File: src/rtl/fc_sequencer.sv
// fc_sequencer: runs one fully-connected classification pass per ECG window.
// It streams NUM_BEATS 4-lane feature words from the feature buffer into the
// FC datapath and waits for the datapath's done flag. The captured class is
// then offered downstream on a valid/ready handshake.
//
// Optional feature: define FC_SEQ_STATS_EN to add saturating normal/abnormal
// result counters (cnt_normal, cnt_abnormal). The ports are absent otherwise.
//
// Handshake: res_valid rises in RESULT and stays high with res_class/res_err
// stable until a cycle where res_valid && res_ready, which is the transfer.
// res_valid never depends combinationally on res_ready.
module fc_sequencer #(
  parameter int NUM_BEATS = 16,
  parameter int ADDR_W    = 4,
  parameter int WAIT_MAX  = 15
) (
  input  logic              clk,
  input  logic              rst,
  input  logic              start,
  output logic              busy,
  output logic              buf_rd,
  output logic [ADDR_W-1:0] buf_addr,
  input  logic [31:0]       buf_rdata,
  output logic              fc_en,
  output logic [31:0]       fc_in,
  input  logic              fc_flag,
  input  logic [1:0]        fc_class,
  output logic              res_valid,
  input  logic              res_ready,
  output logic [1:0]        res_class,
  output logic              res_err,
`ifdef FC_SEQ_STATS_EN
  output logic [15:0]       cnt_normal,
  output logic [15:0]       cnt_abnormal,
`endif
  output logic [2:0]        dbg_state
);

  localparam logic [2:0] S_IDLE   = 3'd0;
  localparam logic [2:0] S_PRIME  = 3'd1;
  localparam logic [2:0] S_STREAM = 3'd2;
  localparam logic [2:0] S_WAIT   = 3'd3;
  localparam logic [2:0] S_RESULT = 3'd4;

  localparam int WAIT_W = (WAIT_MAX < 2) ? 1 : $clog2(WAIT_MAX + 1);

  logic [2:0]        state_q, state_d;
  logic [ADDR_W-1:0] beat_q, beat_d;
  logic [WAIT_W-1:0] wait_q, wait_d;
  logic [1:0]        res_class_q, res_class_d;
  logic              res_err_q, res_err_d;

  logic              last_beat;
  logic [ADDR_W-1:0] beat_inc;
  logic [WAIT_W-1:0] wait_inc;

  assign last_beat = (beat_q == ADDR_W'(NUM_BEATS - 1));
  assign beat_inc  = beat_q + 1'b1;
  assign wait_inc  = wait_q + 1'b1;

  // Next-state logic: pass sequencing, class capture and timeout.
  always_comb begin
    state_d     = state_q;
    beat_d      = beat_q;
    wait_d      = wait_q;
    res_class_d = res_class_q;
    res_err_d   = res_err_q;
    case (state_q)
      S_IDLE: begin
        if (start) state_d = S_PRIME;
      end
      S_PRIME: begin
        beat_d  = '0;
        state_d = S_STREAM;
      end
      S_STREAM: begin
        if (last_beat) begin
          wait_d  = '0;
          state_d = S_WAIT;
        end else begin
          beat_d = beat_inc;
        end
      end
      S_WAIT: begin
        if (fc_flag) begin
          res_class_d = fc_class;
          res_err_d   = 1'b0;
          state_d     = S_RESULT;
        end else begin
          wait_d = wait_inc;
          if (wait_inc == WAIT_W'(WAIT_MAX)) begin
            // Datapath never finished: report an error class instead.
            res_class_d = 2'b11;
            res_err_d   = 1'b1;
            state_d     = S_RESULT;
          end
        end
      end
      S_RESULT: begin
        // A start seen here is dropped; only IDLE samples start.
        if (res_ready) state_d = S_IDLE;
      end
      default: state_d = S_IDLE;
    endcase
  end

  // State and capture registers; reset abandons any pass in flight.
  always_ff @(posedge clk or posedge rst) begin
    if (rst) begin
      state_q     <= S_IDLE;
      beat_q      <= '0;
      wait_q      <= '0;
      res_class_q <= 2'b00;
      res_err_q   <= 1'b0;
    end else begin
      state_q     <= state_d;
      beat_q      <= beat_d;
      wait_q      <= wait_d;
      res_class_q <= res_class_d;
      res_err_q   <= res_err_d;
    end
  end

  // Outputs decoded from state. The read for beat b+1 is issued during
  // beat b so that the 1-cycle buffer latency lines the data up.
  always_comb begin
    busy      = (state_q != S_IDLE);
    buf_rd    = 1'b0;
    buf_addr  = '0;
    fc_en     = 1'b0;
    fc_in     = 32'd0;
    res_valid = 1'b0;
    case (state_q)
      S_PRIME: begin
        buf_rd = 1'b1;
      end
      S_STREAM: begin
        fc_en = 1'b1;
        fc_in = buf_rdata;
        if (!last_beat) begin
          buf_rd   = 1'b1;
          buf_addr = beat_inc;
        end
      end
      S_WAIT: begin
        // Enable stays high so the datapath keeps its accumulated sum.
        fc_en = 1'b1;
      end
      S_RESULT: begin
        // Enable low here is what clears the datapath for the next pass.
        res_valid = 1'b1;
      end
      default: ;
    endcase
  end

  assign res_class = res_class_q;
  assign res_err   = res_err_q;
  assign dbg_state = state_q;

`ifdef FC_SEQ_STATS_EN
  logic [15:0] cnt_normal_q, cnt_abnormal_q;
  logic        res_xfer;

  assign res_xfer = res_valid && res_ready && !res_err_q;

  // Saturating counters of delivered results; timeouts are not counted.
  always_ff @(posedge clk or posedge rst) begin
    if (rst) begin
      cnt_normal_q   <= 16'd0;
      cnt_abnormal_q <= 16'd0;
    end else if (res_xfer) begin
      if (res_class_q == 2'b00) begin
        if (cnt_normal_q != 16'hFFFF) cnt_normal_q <= cnt_normal_q + 16'd1;
      end else begin
        if (cnt_abnormal_q != 16'hFFFF) cnt_abnormal_q <= cnt_abnormal_q + 16'd1;
      end
    end
  end

  assign cnt_normal   = cnt_normal_q;
  assign cnt_abnormal = cnt_abnormal_q;
`endif

endmodule
File: config.mk
export PLATFORM = sky130hd
export DESIGN_NAME = fc_sequencer
export DESIGN_NICKNAME = d
export VERILOG_FILES = /design/src/rtl/fc_sequencer.sv
export SDC_FILE = /design/constraint.sdc
export NUM_CORES = 1
export LEC_CHECK = 0
export CORE_MARGIN = 2
export CORE_UTILIZATION = 35
export CTS_BUF_LIST = sky130_fd_sc_hd__clkbuf_2
export CTS_CLUSTER_SIZE = 16
export DETAILED_ROUTE_END_ITERATION = 7
export DONT_BUFFER_PORTS = 1
export SETUP_SLACK_MARGIN = 0.5
export SLEW_MARGIN = 15
export SYNTH_ARGS = -nofsm -noshare
export SYNTH_HDL_FRONTEND = slang
export SYNTH_SLANG_ARGS = --single-unit
export TNS_END_PERCENT = 1
File: constraint.sdc
create_clock -name clk -period 1.9 [get_ports clk]
set_input_delay 0.475 -clock clk [delete_from_list [all_inputs] [get_ports clk]]
set_output_delay 0.475 -clock clk [all_outputs]
set_load 0.02 [all_outputs]
==> impl_metrics.json <==
{
  "num_vias": 943,
  "fill_cells": 265,
  "hpwl_mm": 2.12,
  "power.leakage_nw": 0.640,
  "portBuffers": 0,
  "grt_start_max_net_pins": 18,
  "post-route-drc-count": 0,
  "syn_area_sq_um": 1070,
  "ios": 85,
  "cts_tree": "built",
  "hold_viol_final": 0,
  "start_util_pct": 35.9,
  "syn_inst": 125,
  "synth_compound_area_share_pct": 16.5,
  "routed_via_density": 5.65,
  "grt_usage_pct": 16.6,
  "synth_warnings": 0,
  "routed_wl_mm": 2.96,
  "cts-root-buf": "clkbuf_2",
  "ir_drop_uv": 596,
  "synth-simple-area-share_pct": 36.7,
  "setup_viol": 0,
  "critPathMaxFanout": 16,
  "layout_commonest_cell": "and2_4",
  "nNetsFinal": 177,
  "p_switching_mw": 1.47,
  "final_cell_mix": "33 x and2_4, 11 x dfrtp_1, 7 x buf_4",
  "hold_path_class": "in -> async",
  "cp-end-kind": "output port",
  "clockBufferDepth": 2,
  "max_clock_freq_mhz": 530,
  "diodes": 0,
  "drtIter0Drc": 8,
  "fin_crit_ns": 1.89,
  "worstPathArrival_ns": 1.41,
  "power_density_nw_per_um2": 1990,
  "yosys.area_share.xor_xnor_pct": 2.46,
  "synth.mux.area_fraction_pct": 1.87,
  "relSlewSlack_pct": 64.3,
  "synth_cell_types": 39,
  "layout-drive-gt1-share_pct": 59.0,
  "grt_antenna_before_repair": 0,
  "p_int_mw": 1.44,
  "slew_violations": 0,
  "die_x_um": 59.3,
  "finalPower_mw": 2.91,
  "fin_worst_skew_ns": 0.0181,
  "final_antenna_net_count": 0,
  "wire_per_inst_um": 17.7,
  "instances_no_fill": 167,
  "critPathLaunchType": "flip-flop",
  "worstMarginPinSlew_ns": 0.535,
  "die_area_sq_um": 3510,
  "core_sq_um": 2980,
  "tns_ns": 0,
  "worstPathRequired_ns": 1.42,
  "cts_made_buffers": 3,
  "globalplace.congestion": 0.807,
  "fin_crit_sh_pct": 99.3,
  "synthAdderAreaFrac_pct": 3.51,
  "avgSynthCellArea_sq_um": 8.56,
  "synth_top_family_by_area": "simple AND/OR/NAND/NOR gates",
  "seqPwrFrac_pct": 20.5,
  "crit_type": "reg -> out",
  "die_h_um": 59.3,
  "fin_area_sq_um": 1460,
  "synth_seq_cells": 14,
  "first_global_vias": 891,
  "clock_latency_ns": 0.28,
  "grt_pass1_wl_mm": 4.33,
  "rsz0062_at_grt": "true",
  "yosysSeqAreaShare_pct": 32.7,
  "path_clk_slew_ns": 0.14,
  "firstDrtPassIters": 4,
  "area_growth_pct": 36.5,
  "h-tree-depth": 1,
  "clkPwrFrac_pct": 4.8,
  "cts_num_sinks": 14,
  "utilization_pct": 49.0,
  "rows": 20,
  "synth_fp_nets": 167,
  "ctsHoldBuffers": 0,
  "p_comb_share_pct": 74.7,
  "status": "complete, no violations",
  "grt_overflow": 0,
  "switching_share_pct": 50.6,
  "place_inst": 157,
  "maxCapViolCount": 0,
  "placed_cell_area_sq_um": 1170
}
-- synth_stat cells --
cell type,instances,area (sq um)
o22ai_1,1,6.26
a41o_1,1,10.0
and4b_1,1,10.0
nand3_1,2,10.0
nand3b_1,1,7.51
buf_2,2,10.0
and2b_4,1,10.0
nand2_1,7,26.3
xor2_1,1,8.76
buf_6,1,11.3
o21ai_0,7,35.0
nor4b_1,1,8.76
nor3b_4,1,18.8
xnor2_1,2,17.5
or3_1,1,6.26
nor2_1,7,26.3
inv_1,6,22.5
o31ai_1,2,15.0
dfrtp_1,14,350
a21oi_1,6,30.0
o21ai_1,2,10.0
nor2b_1,1,6.26
clkbuf_2,3,15.0
a21bo_2,1,10.0
nor3_1,1,5.00
a211oi_2,2,25.0
o21bai_1,1,7.51
a211oi_1,1,7.51
nand4bb_1,1,11.3
and3b_1,1,8.76
ha_1,3,37.5
a21boi_2,1,11.3
and3_1,3,18.8
nand2b_1,1,6.26
o32ai_1,1,8.76
mux2i_1,2,20.0
or2_2,1,6.26
and2_1,33,206
buf_4,1,7.51
-- cells by family (layout without fill, tap and decap cells) --
kind of cell               after synthesis  count (layout)
muxes                                    2               2
and+or+nand+nor                         64              64
AOI/OAI and AO/OA                       26              26
buffers and inverters                   13              22
xor gates and xnor gates                 3               3
DFF                                     14              14
adders and majority gates                3               3
-- metal layers --
layer | global-route usage, % | wire, um | share of wire (%) | vias to the layer above
li1 | - | - | - | 438
met3 | 2.62 | 207 | 7.0 | 4
met5 | 0 | 0 | 0 | -
met4 | 6.82 | 40 | 1.4 | 0
met1 | 18.5 | 1110 | 37 | 444
met2 | 30.9 | 1600 | 54 | 57
-- area by class of cell --
type,instances,area [sq um],area share (%)
clock buffer,3,15.0,1.03
clock inverter,1,3.75,0.257
inverter,6,22.5,1.54
multi-input combinational,98,890,60.9
sequential,14,354,24.3
tap,33,41.3,2.83
timing repair buffer,12,134,9.17
-- critical path: stages, from the launching register on --
cell and delay [ns]:
dfrtp_2 0.46, nor3b_4 0.20, buf_4 0.16, buf_16 0.13, and2_4 0.18
-- final timing paths --
path / startpoint / end / depth (start not counted) / slack [ns]
worst max-delay path: dbg_state[2] / fc_in[2] / 4 / 0.01
worst min-delay path: rst / wait_q[3] / 1 / 0.1
worst max register to register: wait_q[0] / dbg_state[2] / 5 / 0.39
worst min register to register: wait_q[3] / wait_q[3] / 1 / 0.54
max in group asynchronous: rst / wait_q[0] / 1 / 1.40
min in group clk: res_ready / dbg_state[2] / 1 / 0.28
-- registers in the layout, summed over array words and instances (netlist names) --
| signal | flops |
|---|---|
| wait_q | 4 |
| res_err | 1 |
| beat_q | 4 |
| res_class | 2 |
| dbg_state | 3 |
-- metrics by stage --
stage / hold slack [ns] / setup WS [ns]
after global routing: 0.0912 / -0.0780
after floorplan: 0.364 / 0.107
after global placement: 0.431 / 0.212
final: 0.0977 / 0.0135
after CTS: 0.103 / 0.00744
after detailed placement: 0.444 / 0.146
-- power groups by stage --
| stage | combinational [mW] | clock [mW] | sequential, mW |
|---|---|---|---|
| after floorplan | 1.29 | 0 | 0.575 |
| after global placement | 1.54 | 0 | 0.552 |
| after detailed placement | 1.58 | 0 | 0.558 |
| after CTS | 2.13 | 0.149 | 0.580 |
| after global routing | 2.32 | 0.167 | 0.613 |
| final | 2.17 | 0.139 | 0.596 |
-- repair_timing --
| item | 4_1_cts | 5_1_grt |
|---|---|---|
| endpoints found under the setup margin | 55 | 55 |
| pin swaps | 25 | 16 |
| setup buffers | 5 | 0 |
| gates resized for setup | 67 | 8 |
| gates cloned | 1 | 0 |
Note: power is estimated with default switching activity, not from simulation.
==> RTL edit, RTL diff (same settings) <==
The parameter `ADDR_W` goes from 4 to 3.
--- a/src/rtl/fc_sequencer.sv
+++ b/src/rtl/fc_sequencer.sv
@@ -11,7 +11,7 @@
 // res_valid never depends combinationally on res_ready.
 module fc_sequencer #(
   parameter int NUM_BEATS = 16,
-  parameter int ADDR_W    = 4,
+  parameter int ADDR_W    = 3,
   parameter int WAIT_MAX  = 15
 ) (
   input  logic              clk,
Ports: changed (resized buf_addr); port bits go from 85 to 84. The function was not compared with the original's and may differ.
==> RTL edit against the unedited design <==
Area after synthesis decreased by 5.0%. Synthesized cell count decreased by 8.0%. Largest cell class unchanged. Clock skew decreased by 11 ps. Worst setup slack got worse by 240 ps. Design area decreased by 12%. Critical path type unchanged. The flow now finishes with violations (negative setup slack). Total power decreased by 4.5%. Sequential cell count decreased by 1. Routed wire length decreased by 4.4%.
==> RTL edit: results (changes against the unedited design) <==
• proportion of layout cells with a drive suffix above 1: 0.618, +0.0283
• synthesized instance count: 115, -8.0%
• Slew headroom: 0.658, +0.0153
• maximum number of pins on one net before global-route repair: 34, +16
• routability-driven placement congestion ratio: 0.736, -8.7%
• final setup fails: 29, +29
• number of global-route vias before repair: 820, -8.0%
• Area contributors post-synth: dfrtp_1 32%, and2_1 22%, ha_1 4.9%
• syn nets: 158, -5.4%
• largest driver fanout on the critical path: 2, -14
• routed metal-1 wire length: 1.12 mm, +0.99%
• total length of routed met3 wires: 288 µm, +39%
• total internal power: 0.00127 W, -11%
• total routed wirelength: 2.83 mm, -4.4%
• placed wire-length estimate after detailed placement: 2.16 mm, +2.0%
• most frequent cells after synthesis: 35 x and2_1, 13 x dfrtp_1, 6 x nand2_1
• failing checks: negative setup slack
• largest stage delay on the critical path: 420 ps, -40 ps
• post-DR vias/cell: 5.77, +2.1%
• Final Worst Setup Slack: -222 ps, -235 ps
• DR WL met2: 1.39 mm, -13%
• status: complete, but fails checks
• top cell family by delay on the critical path: flip-flops
• register area share after synthesis: 0.320, -0.00729
• Max rail drop VDD: 0.00130 V, +120%
• Cell variety after synth: 37, -5.1%
• GRT met1 Usage: 0.199, +0.0136
• GRT met3 Usage: 0.0469, +0.0207
• total global-route track usage: 0.161, -0.00577
• starting DRC count in detailed routing: 39, +31
• critical path data arrival time: 1650 ps, +240 ps
• comb pwr: 0.00200 W, -8%
• number of nets at the end of the flow: 167, -5.6%
• clock group total power: 0.000159 W, +14%
• number of placed instances, taps included: 149, -5.1%
• met2 capacity usage during global routing: 0.279, -0.0300
• Total Negative Setup Slacks: -679 ps, -679 ps
## RTL edit: changes by cell type in the layout (fill, tap and decap cells not counted), moves of 3 or more
cell	unedited run	this run
buf_6	3	0
a22o_1	0	3
a21o_1	0	4
and2_2	0	26
and2_4	33	7
buf_4	7	10
a21oi_1	4	1
o21ai_0	4	1
## RTL edit: repair_timing
item | CTS | global route
cloned | 0 | 0
setup endpoints to repair | 53 | 54
setup buffers | 0 | 1
pin swaps | 11 | 12
gates resized for setup | 52 | 12
## RTL edit: metrics by stage
step	total power (W)	instance area [µm²]	worst slack, ps	utilization	hold WS [ps]
floorplan	0.00197	1020	-7.02	-	352
global placement	0.00231	1120	94.4	0.405	417
detailed placement	0.00233	1120	48.5	0.405	437
CTS	0.00266	1240	-243	0.451	103
global route	0.00295	1290	-350	0.467	99.7
finish	0.00277	1290	-222	0.467	78.1
## RTL edit: worst paths after layout
check	endpoint	slack (ps)	cells past startpoint
max	buf_addr[0]	-220	6
min	wait_q[2]$_DFFE_PP0P_	80	1
max reg2reg	beat_q[2]$_DFFE_PP0P_	220	7
min reg2reg	beat_q[2]$_DFFE_PP0P_	600	1
max in group asynchronous	wait_q[1]$_DFFE_PP0P_	1450	1
min in group clk	dbg_state[2]$_DFFE_PP0P_	260	1
## RTL edit: kinds of logic (layout without fill, tap and decap cells)
kind of cell,count (synthesis),count (layout),share of synthesized area
compound gates,21,21,0.164
simple gates,61,61,0.382
mux,2,2,0.0246
buf+inv,14,22,0.0604
fa+ha+maj,4,4,0.0493
flops,13,13,0.320
## RTL edit: area by class of cell
cell class                      count  area [µm²]
Sequential cell                    13         330
Inverter                            7        31.3
Fill cell                         266        1470
Multi-Input combinational cell     88         772
Timing Repair Buffer               11        95.1
Tap cell                           31        38.8
Clock buffer                        4        20.0
